$ cat src/rtl/mcu_rd_ctrl.sv
// Readback address generator: programmable base/length, ring wrap at DEPTH, channel index.
// Optional MCU_RD_ERR_EN adds rd_err/err_cnt reporting of stray read strobes.
module mcu_rd_ctrl #(
  parameter int unsigned     ADDR_W = 20,
  parameter longint unsigned DEPTH  = 64'h80000,
  parameter int unsigned     NUM_CH = 1,
  parameter int unsigned     CH_W   = 1
) (
  input  logic              mcu_rd_clk,
  input  logic              rst,
  input  logic              sample_end,
  input  logic              rd_req,
  input  logic [ADDR_W-1:0] base_addr,
  input  logic [ADDR_W-1:0] rd_len,
  input  logic              wrap_mode,
  output logic [ADDR_W-1:0] mem_addr,
  output logic [CH_W-1:0]   ch_idx,
  output logic              rd_ack,
  output logic              rd_busy,
  output logic              rd_done
`ifdef MCU_RD_ERR_EN
  ,
  output logic              rd_err,
  output logic [7:0]        err_cnt
`endif
);

  typedef enum logic [1:0] {
    ST_IDLE,
    ST_READ,
    ST_DONE
  } state_t;

  localparam logic [ADDR_W:0] LP_DEPTH   = (ADDR_W+1)'(DEPTH);
  localparam logic [CH_W-1:0] LP_CH_LAST = CH_W'(NUM_CH - 1);

  state_t            r_state;
  logic              r_se_d;
  logic [ADDR_W-1:0] r_base;
  logic [ADDR_W-1:0] r_len;
  logic              r_wrap;
  logic [ADDR_W-1:0] r_cnt;
  logic [ADDR_W-1:0] r_addr;
  logic [CH_W-1:0]   r_ch;
  logic              r_ack;
  logic              r_busy;
  logic              r_done;

  logic              w_rise;
  logic [ADDR_W:0]   w_addr_sum;
  logic [ADDR_W-1:0] w_addr_nxt;
  logic [ADDR_W:0]   w_cnt_sum;
  logic              w_last;
  logic [CH_W-1:0]   w_ch_nxt;

  // Sums are one bit wider so DEPTH = 2^ADDR_W compares without overflow
  always_comb begin
    w_rise     = sample_end & ~r_se_d;
    w_addr_sum = {1'b0, r_addr} + (ADDR_W+1)'(1);
    w_addr_nxt = (w_addr_sum == LP_DEPTH) ? '0 : w_addr_sum[ADDR_W-1:0];
    w_cnt_sum  = {1'b0, r_cnt} + (ADDR_W+1)'(1);
    w_last     = (w_cnt_sum == {1'b0, r_len});
    w_ch_nxt   = (r_ch == LP_CH_LAST) ? '0 : r_ch + CH_W'(1);
  end

  always_ff @(posedge mcu_rd_clk) begin
    if (rst) begin
      r_state <= ST_IDLE;
      r_se_d  <= 1'b0;
      r_base  <= '0;
      r_len   <= '0;
      r_wrap  <= 1'b0;
      r_cnt   <= '0;
      r_addr  <= '0;
      r_ch    <= '0;
      r_ack   <= 1'b0;
      r_busy  <= 1'b0;
      r_done  <= 1'b0;
    end else begin
      r_se_d <= sample_end;
      r_ack  <= 1'b0;
      // A low sample_end aborts from any state and drops any concurrent rd_req
      if (!sample_end) begin
        r_state <= ST_IDLE;
        r_addr  <= '0;
        r_ch    <= '0;
        r_cnt   <= '0;
        r_busy  <= 1'b0;
        r_done  <= 1'b0;
      end else begin
        case (r_state)
          ST_IDLE: begin
            if (w_rise) begin
              r_base <= base_addr;
              r_len  <= rd_len;
              r_wrap <= wrap_mode;
              r_addr <= base_addr;
              r_cnt  <= '0;
              r_ch   <= '0;
              if (rd_len == '0) begin
                r_state <= ST_DONE;
                r_done  <= 1'b1;
              end else begin
                r_state <= ST_READ;
                r_busy  <= 1'b1;
              end
            end
          end
          ST_READ: begin
            if (rd_req) begin
              r_ack <= 1'b1;
              if (w_last && r_wrap) begin
                r_addr <= r_base;
                r_cnt  <= '0;
                r_ch   <= '0;
              end else begin
                r_addr <= w_addr_nxt;
                r_cnt  <= w_cnt_sum[ADDR_W-1:0];
                r_ch   <= w_ch_nxt;
                if (w_last) begin
                  r_state <= ST_DONE;
                  r_busy  <= 1'b0;
                  r_done  <= 1'b1;
                end
              end
            end
          end
          ST_DONE: begin
          end
          default: r_state <= ST_IDLE;
        endcase
      end
    end
  end

  assign mem_addr = r_addr;
  assign ch_idx   = r_ch;
  assign rd_ack   = r_ack;
  assign rd_busy  = r_busy;
  assign rd_done  = r_done;

`ifdef MCU_RD_ERR_EN
  logic       r_err;
  logic [7:0] r_err_cnt;
  logic       w_stray;
  logic       w_arm;

  always_comb begin
    w_stray = rd_req && ((r_state == ST_IDLE) || (r_state == ST_DONE));
    w_arm   = w_rise && (r_state == ST_IDLE);
  end

  always_ff @(posedge mcu_rd_clk) begin
    if (rst) begin
      r_err     <= 1'b0;
      r_err_cnt <= '0;
    end else begin
      r_err <= w_stray;
      if (w_arm)
        r_err_cnt <= '0;
      else if (w_stray && (r_err_cnt != 8'hFF))
        r_err_cnt <= r_err_cnt + 8'd1;
    end
  end

  assign rd_err  = r_err;
  assign err_cnt = r_err_cnt;
`endif

endmodule
$ cat config.mk
export PLATFORM = sky130hd
export DESIGN_NAME = mcu_rd_ctrl
export DESIGN_NICKNAME = d
export VERILOG_FILES = /design/src/rtl/mcu_rd_ctrl.sv
export SDC_FILE = /design/constraint.sdc
export NUM_CORES = 1
export LEC_CHECK = 0
export CORE_ASPECT_RATIO = 1.25
export CORE_MARGIN = 5
export CORE_UTILIZATION = 50
export CTS_BUF_LIST = sky130_fd_sc_hd__clkbuf_4
export DETAILED_ROUTE_END_ITERATION = 8
export PLACE_DENSITY_LB_ADDON = 0.12
export SYNTH_ARGS = -nofsm -noshare
export SYNTH_HDL_FRONTEND = slang
export SYNTH_SLANG_ARGS = --single-unit
$ cat constraint.sdc
create_clock -name mcu_rd_clk -period 2.82 [get_ports mcu_rd_clk]
set_clock_uncertainty 0.2 [all_clocks]
set_input_delay 0.564 -clock mcu_rd_clk [delete_from_list [all_inputs] [get_ports mcu_rd_clk]]
set_output_delay 0.564 -clock mcu_rd_clk [all_outputs]
set_load 0.1 [all_outputs]
Yosys cells after proc, flatten, opt, wreduce, memory -nomap -nowiden:

Index checks and enable logic that the tools add are counted.

* bits in latches: 0
* logic and storage cells: 73
* output and inout bits: 24
* ROM bits: 0
* flip-flop bits (word level): 88
* memory bits (writable): 0
* memories kept: 0

* bitwise operators: 5
* equal/unequal tests: 10
* muxes and demuxes: 33
* $lt $le $gt $ge: 0
* add/subtract/negate cells: 3
* shifts and indexed selects: 0
* reduce and logical (&&, ||, !) cells: 11
* divide/modulo/power cells: 0
* multiply operators: 0

Operators with widths (count)
* $mux W20: 7
* $pmux W20 S2: 2
* $add A20 B1 Y21 const B: 2
* $eq A21 B20 Y1: 1
* $eq A21 B20 Y1 const B: 1
* $logic_not A20 Y1: 1
* $mux W1: 15
* $ne A2 B2 Y1 const B: 6
* $reduce_and A6 Y1: 2
* $mux W2: 5
* $pmux W1 S2: 3
* $pmux W2 S3: 1
* $reduce_and A3 Y1: 2
* $reduce_and A5 Y1: 1
* $not A1 Y1: 4
* $reduce_or A3 Y1: 1
* $eq A2 B1 Y1 const B: 1
* $eq A2 B2 Y1 const B: 1
* $logic_not A2 Y1: 1
* $reduce_bool A2 Y1: 1
* $reduce_or A2 Y1: 1
* $add A1 B1 Y1 const B: 1
* $and A1 B1 Y1: 1
* $logic_and A1 B1 Y1: 1

Longest topological paths before layout:

* depth after elaboration: 6
* mapped depth: 12
* depth with buffers taken out: 9

Worst setup path after synthesis:

No wires, ideal clock.

* kind: flip-flop to flip-flop
* from: register r_addr[0] (netlist: mem_addr[0])
* to: register r_addr[1] (netlist: mem_addr[1])
* cell stages (with the launch flop): 10
* required time: 2.497 ns
* setup time: 0.123 ns
* buffers on the path: 0
* path slack: -0.545 ns
* data arrival time: 3.041 ns
* period minus slack after synthesis: 3.365 ns
* path through: dfxtp_1 -> ha_1 -> nand4_1 -> nor3_1 -> nand4_1 -> xor2_1 -> or4bb_1 -> nor4_1 -> a21oi_1 -> o2bb2ai_1

* longest elaborated chain between the ends: 6

Ends and longest elaborated chain
* from (decl): line 43 `logic [ADDR_W-1:0] r_addr;`
* from (signal assigned): line 97 `r_addr <= base_addr;`
* from (signal assigned): line 113 `r_addr <= r_base;`
* from (signal assigned): line 117 `r_addr <= w_addr_nxt;`
* $add A20 B1 Y21 (*): line 59 `w_addr_sum = {1'b0, r_addr} + (ADDR_W+1)'(1);`
* $eq A21 B20 Y1: line 60 `w_addr_nxt = (w_addr_sum == LP_DEPTH) ? '0 : w_addr_sum[ADDR_W-1:0];`
* $mux W20 (*): line 60
* $mux W20 (*): line 112 `if (w_last && r_wrap) begin`
* $mux W20 (*): line 110 `if (rd_req) begin`
* $pmux W20 S2 (*): line 91 `case (r_state)`

Every way passes the cells marked *; elsewhere a longest branch is shown, timed or not. The select of a mux whose other input is x is not followed.
A chain may end at the register's enable or synchronous reset.

Worst setup path in the final report:

* from: register r_cnt[3]
* to: register r_addr[16] (netlist: mem_addr[16])

* longest elaborated chain between the ends: 6

Ends and longest elaborated chain
* from (decl): line 42 `logic [ADDR_W-1:0] r_cnt;`
* from (signal assigned): line 118 `r_cnt <= w_cnt_sum[ADDR_W-1:0];`
* $add A20 B1 Y21: line 61 `w_cnt_sum = {1'b0, r_cnt} + (ADDR_W+1)'(1);`
* $eq A21 B20 Y1: line 62 `w_last = (w_cnt_sum == {1'b0, r_len});`
* $logic_and A1 B1 Y1: line 112
* $mux W20: line 112
* $mux W20: line 110
* $pmux W20 S2: line 91

Every way passes these cells. The select of a mux whose other input is x is not followed.

==> qor.txt <==
DRC = 0
CTS tree = done
First-pass GRT wire length = 26,410 µm
Slew at the pin closest to its max-slew limit = 0.9008 ns
Fin crit share = 105.1%
TNS Setup = -3.269 ns
Register bit total from synthesis = 87
Mapped Nets = 728
CTS sink cnt = 87
Die Y = 122.6 µm
Reg2Reg Setup Slack = -0.15 ns
EDFF count, synth = 0
Failing checks = negative setup slack
Final Setup Violations = 36
I/O pin count = 69
Max stage delay cell, worst path = or4_4
Critical Path End = mem_addr[16]$_SDFFE_PP0P_
Clk buf depth = 2
Post-route setup slack = -0.1451 ns
Register area share after synthesis = 34.33%
WL/cell = 18.11 µm
PD cells = 373.1 nW/µm²
Grt met2 use = 50.38%
Met1 GRT Util = 30.16%
Final core utilization = 71.31%
GRT Max-Usage Layer = met2
DP HPWL = 12,400 µm
Reg2reg path depth = 10
DRT antenna net count = 0
Pre-antenna DRT Iters = 6
Max incr delay on CP = 0.56 ns
Final Critical Period = 2.965 ns
Filler Cell Count = 829
R2R Path End = mem_addr[16]$_SDFFE_PP0P_
Commonest non-fill, non-tap cell in the layout = nand2_1
Max VDD drop = 309.2 µV
Commonest cells after routing, fill and taps aside = nand2_1 (139), buf_4 (116), a21oi_1 (72), dfxtp_1 (58), clkdlybuf4s50_1 (44)
Final Wtd Congestion = 0.9299
Largest net degree at the start of global routing = 42
P_leak = 0.002643 µW
CTS Buf Count = 9
Reg clk slew, reported paths = 0.15 ns
Fmax = 0.3373 GHz
Met3 GRT Util = 4.036%
Port bufs = 67
Vias in the first global route = 5,460
Synth warn = 0
Crit path max fanout = 7
WP buf/inv = 2
Critical path endpoint category = flip-flop
Initial antenna violation count = 1
Mapped cell area = 5074 µm²
Ys async rst share = 0%
Worst r2r src = r_cnt[3]$_SDFFE_PP0P_
DR vias = 5,522
Crit. Startpoint = r_cnt[3]$_SDFFE_PP0P_
Max Cap Viol = 0
Critical path data required time = 3.03 ns
Total Routing Usage GR = 27.21%
Share of post-route cells with drive strength above 1 = 30.24%
Worst slew margin = 39.80%
DRT Wirelength = 17,200 µm
Hold Crit Depth = 2
Critical Path Source Type = flip-flop
Root Driver = clkbuf_4
Family with the most delay on the worst path = simple AND/OR/NAND/NOR gates
Hold buffers post-CTS = 0
Crit path kind = flip-flop to flip-flop
Outcome = complete, but fails checks
Worst Path Arrival = 3.18 ns
Htree depth = 3
Standard-cell rows = 41
Core area = 10,000 µm²
Nets = 864
Post-Syn Instances = 679
Die width = 100.1 µm
DP Worst Slack = -0.3875 ns
Critical-path cell list = buf_6 > xnor2_4 > xnor2_1 > o31a_1 > or4_4 > nor3_4 > and4_4 > buf_12 > mux2_2 > a21oi_2
Initial Util = 50.72%
Initial DRC Count = 335
Count of cell types in the netlist = 55
Hold Path Class = flip-flop to flip-flop
RSZ-0062 raised after global routing = yes
Final Hold Vio Count = 0
Layout area overhead = 40.59%
Syn Area/Cell = 7.472 µm²
Clock latency at the later pin of the worst-skew pair = 0.46 ns
CP Depth = 10
Total gr overflow = 0
Max-slew violations = 0
Die area = 12,270 µm²
Via density = 5.813
Post-synth top flop = dfxtp_1
-- Yosys cell counts (4+ instances only) --
master,number,share of area [%]
nand2_1,141,10
dfxtp_1,87,34
a21oi_1,82,8.1
clkbuf_1,41,3.0
nand3_1,31,3.1
a31oi_1,28,3.5
nor2_1,28,2.1
o21ai_0,27,2.7
xnor2_1,25,4.3
xor2_1,20,3.5
nor3_1,16,1.6
inv_1,13,0.96
nand4_1,13,1.6
mux2_2,12,2.7
nor4_1,10,1.2
and2_1,9,1.1
or3_1,8,0.99
and3_1,7,0.86
mux2i_1,7,1.4
or4_1,7,1.0
buf_2,5,0.49
o211ai_1,5,0.74
and4_1,4,0.69
ha_1,4,0.99
nand4b_1,4,0.69
o2bb2ai_1,4,0.69
-- where the power goes --
group	internal (µW)	switching (µW)	total, µW
sequential	1280	60.2	1340
combinational	209	352	561
clock	280	482	763
total	1770	894	2660
-- timing repair --
item | CTS | global route
resized for setup | 34 | 62
setup endpoints to repair | 41 | 42
setup buffers | 4 | 8
pin swaps | 6 | 41
cloned | 0 | 3
-- tightest hold or removal path, stage by stage, from the launching register on --
cell,delay [ns]
dfxtp_1,0.34
nand2_1,0.05
a21oi_1,0.05
-- per-layer routing --
layer	wire, µm	vias to the layer above
li1	-	2685
met1	6677	2623
met2	9089	167
met3	738	47
met4	699	0
met5	0	-
-- through the flow --
stage | hold slack (ns) | instance area [µm²] | std cells | total power (µW)
final | 0.2634 | 7133 | 950 | 2661
after global routing | 0.2749 | 7133 | 950 | 2768
after CTS | 0.2624 | 6750 | 940 | 2655
after floorplan | 0.2317 | 5150 | 679 | 1687
after global placement | 0.2379 | 6456 | 920 | 1884
after detailed placement | 0.2430 | 6456 | 920 | 1894
-- kinds of logic after synthesis --
group / share of synthesized area, %
multiplexers: 4.044
other: 0.07391
adder cells (fa/ha/maj): 0.9865
XOR/XNOR: 8.089
flip-flops: 34.33
buffers and inverters: 5.376
AND/OR/NAND/NOR: 28.19
AO/OA/AOI/OAI: 18.92
-- registers in the layout, indices dropped and copies added, names as in the netlist --
signal,count
rd_done,1
r_se_d,1
rd_busy,1
r_len,20
rd_ack,1
mem_addr,20
r_wrap,1
r_cnt,20
r_base,20
r_state,2
-- how the worst min path moves through the flow --
| stage | start | to | slack [ns] |
|---|---|---|---|
| 4_1_cts | r_base[9]$_SDFFE_PP0P_ | r_base[9]$_SDFFE_PP0P_ | 0.26 |
| 3_5_place_dp | r_base[9]$_SDFFE_PP0P_ | r_base[9]$_SDFFE_PP0P_ | 0.24 |
| 5_1_grt | r_base[9]$_SDFFE_PP0P_ | r_base[9]$_SDFFE_PP0P_ | 0.27 |
| 3_3_place_gp | r_base[9]$_SDFFE_PP0P_ | r_base[9]$_SDFFE_PP0P_ | 0.24 |
| 6_report | r_base[9]$_SDFFE_PP0P_ | r_base[9]$_SDFFE_PP0P_ | 0.26 |
| 2_1_floorplan | r_base[12]$_SDFFE_PP0P_ | r_base[12]$_SDFFE_PP0P_ | 0.23 |
-- final cells by class --
type | instances | area (µm²) | share of cell area [%]
multi-input cells | 528 | 3435 | 48.15
flip-flops and latches | 87 | 1808 | 25.35
repair buffers | 176 | 1531 | 21.47
well taps | 129 | 161.4 | 2.263
clock inverters | 7 | 78.83 | 1.105
clock buffers | 9 | 67.56 | 0.9472
inverters | 13 | 48.80 | 0.6841
diodes | 1 | 2.502 | 0.03508
(Power assumes the default switching activity.)
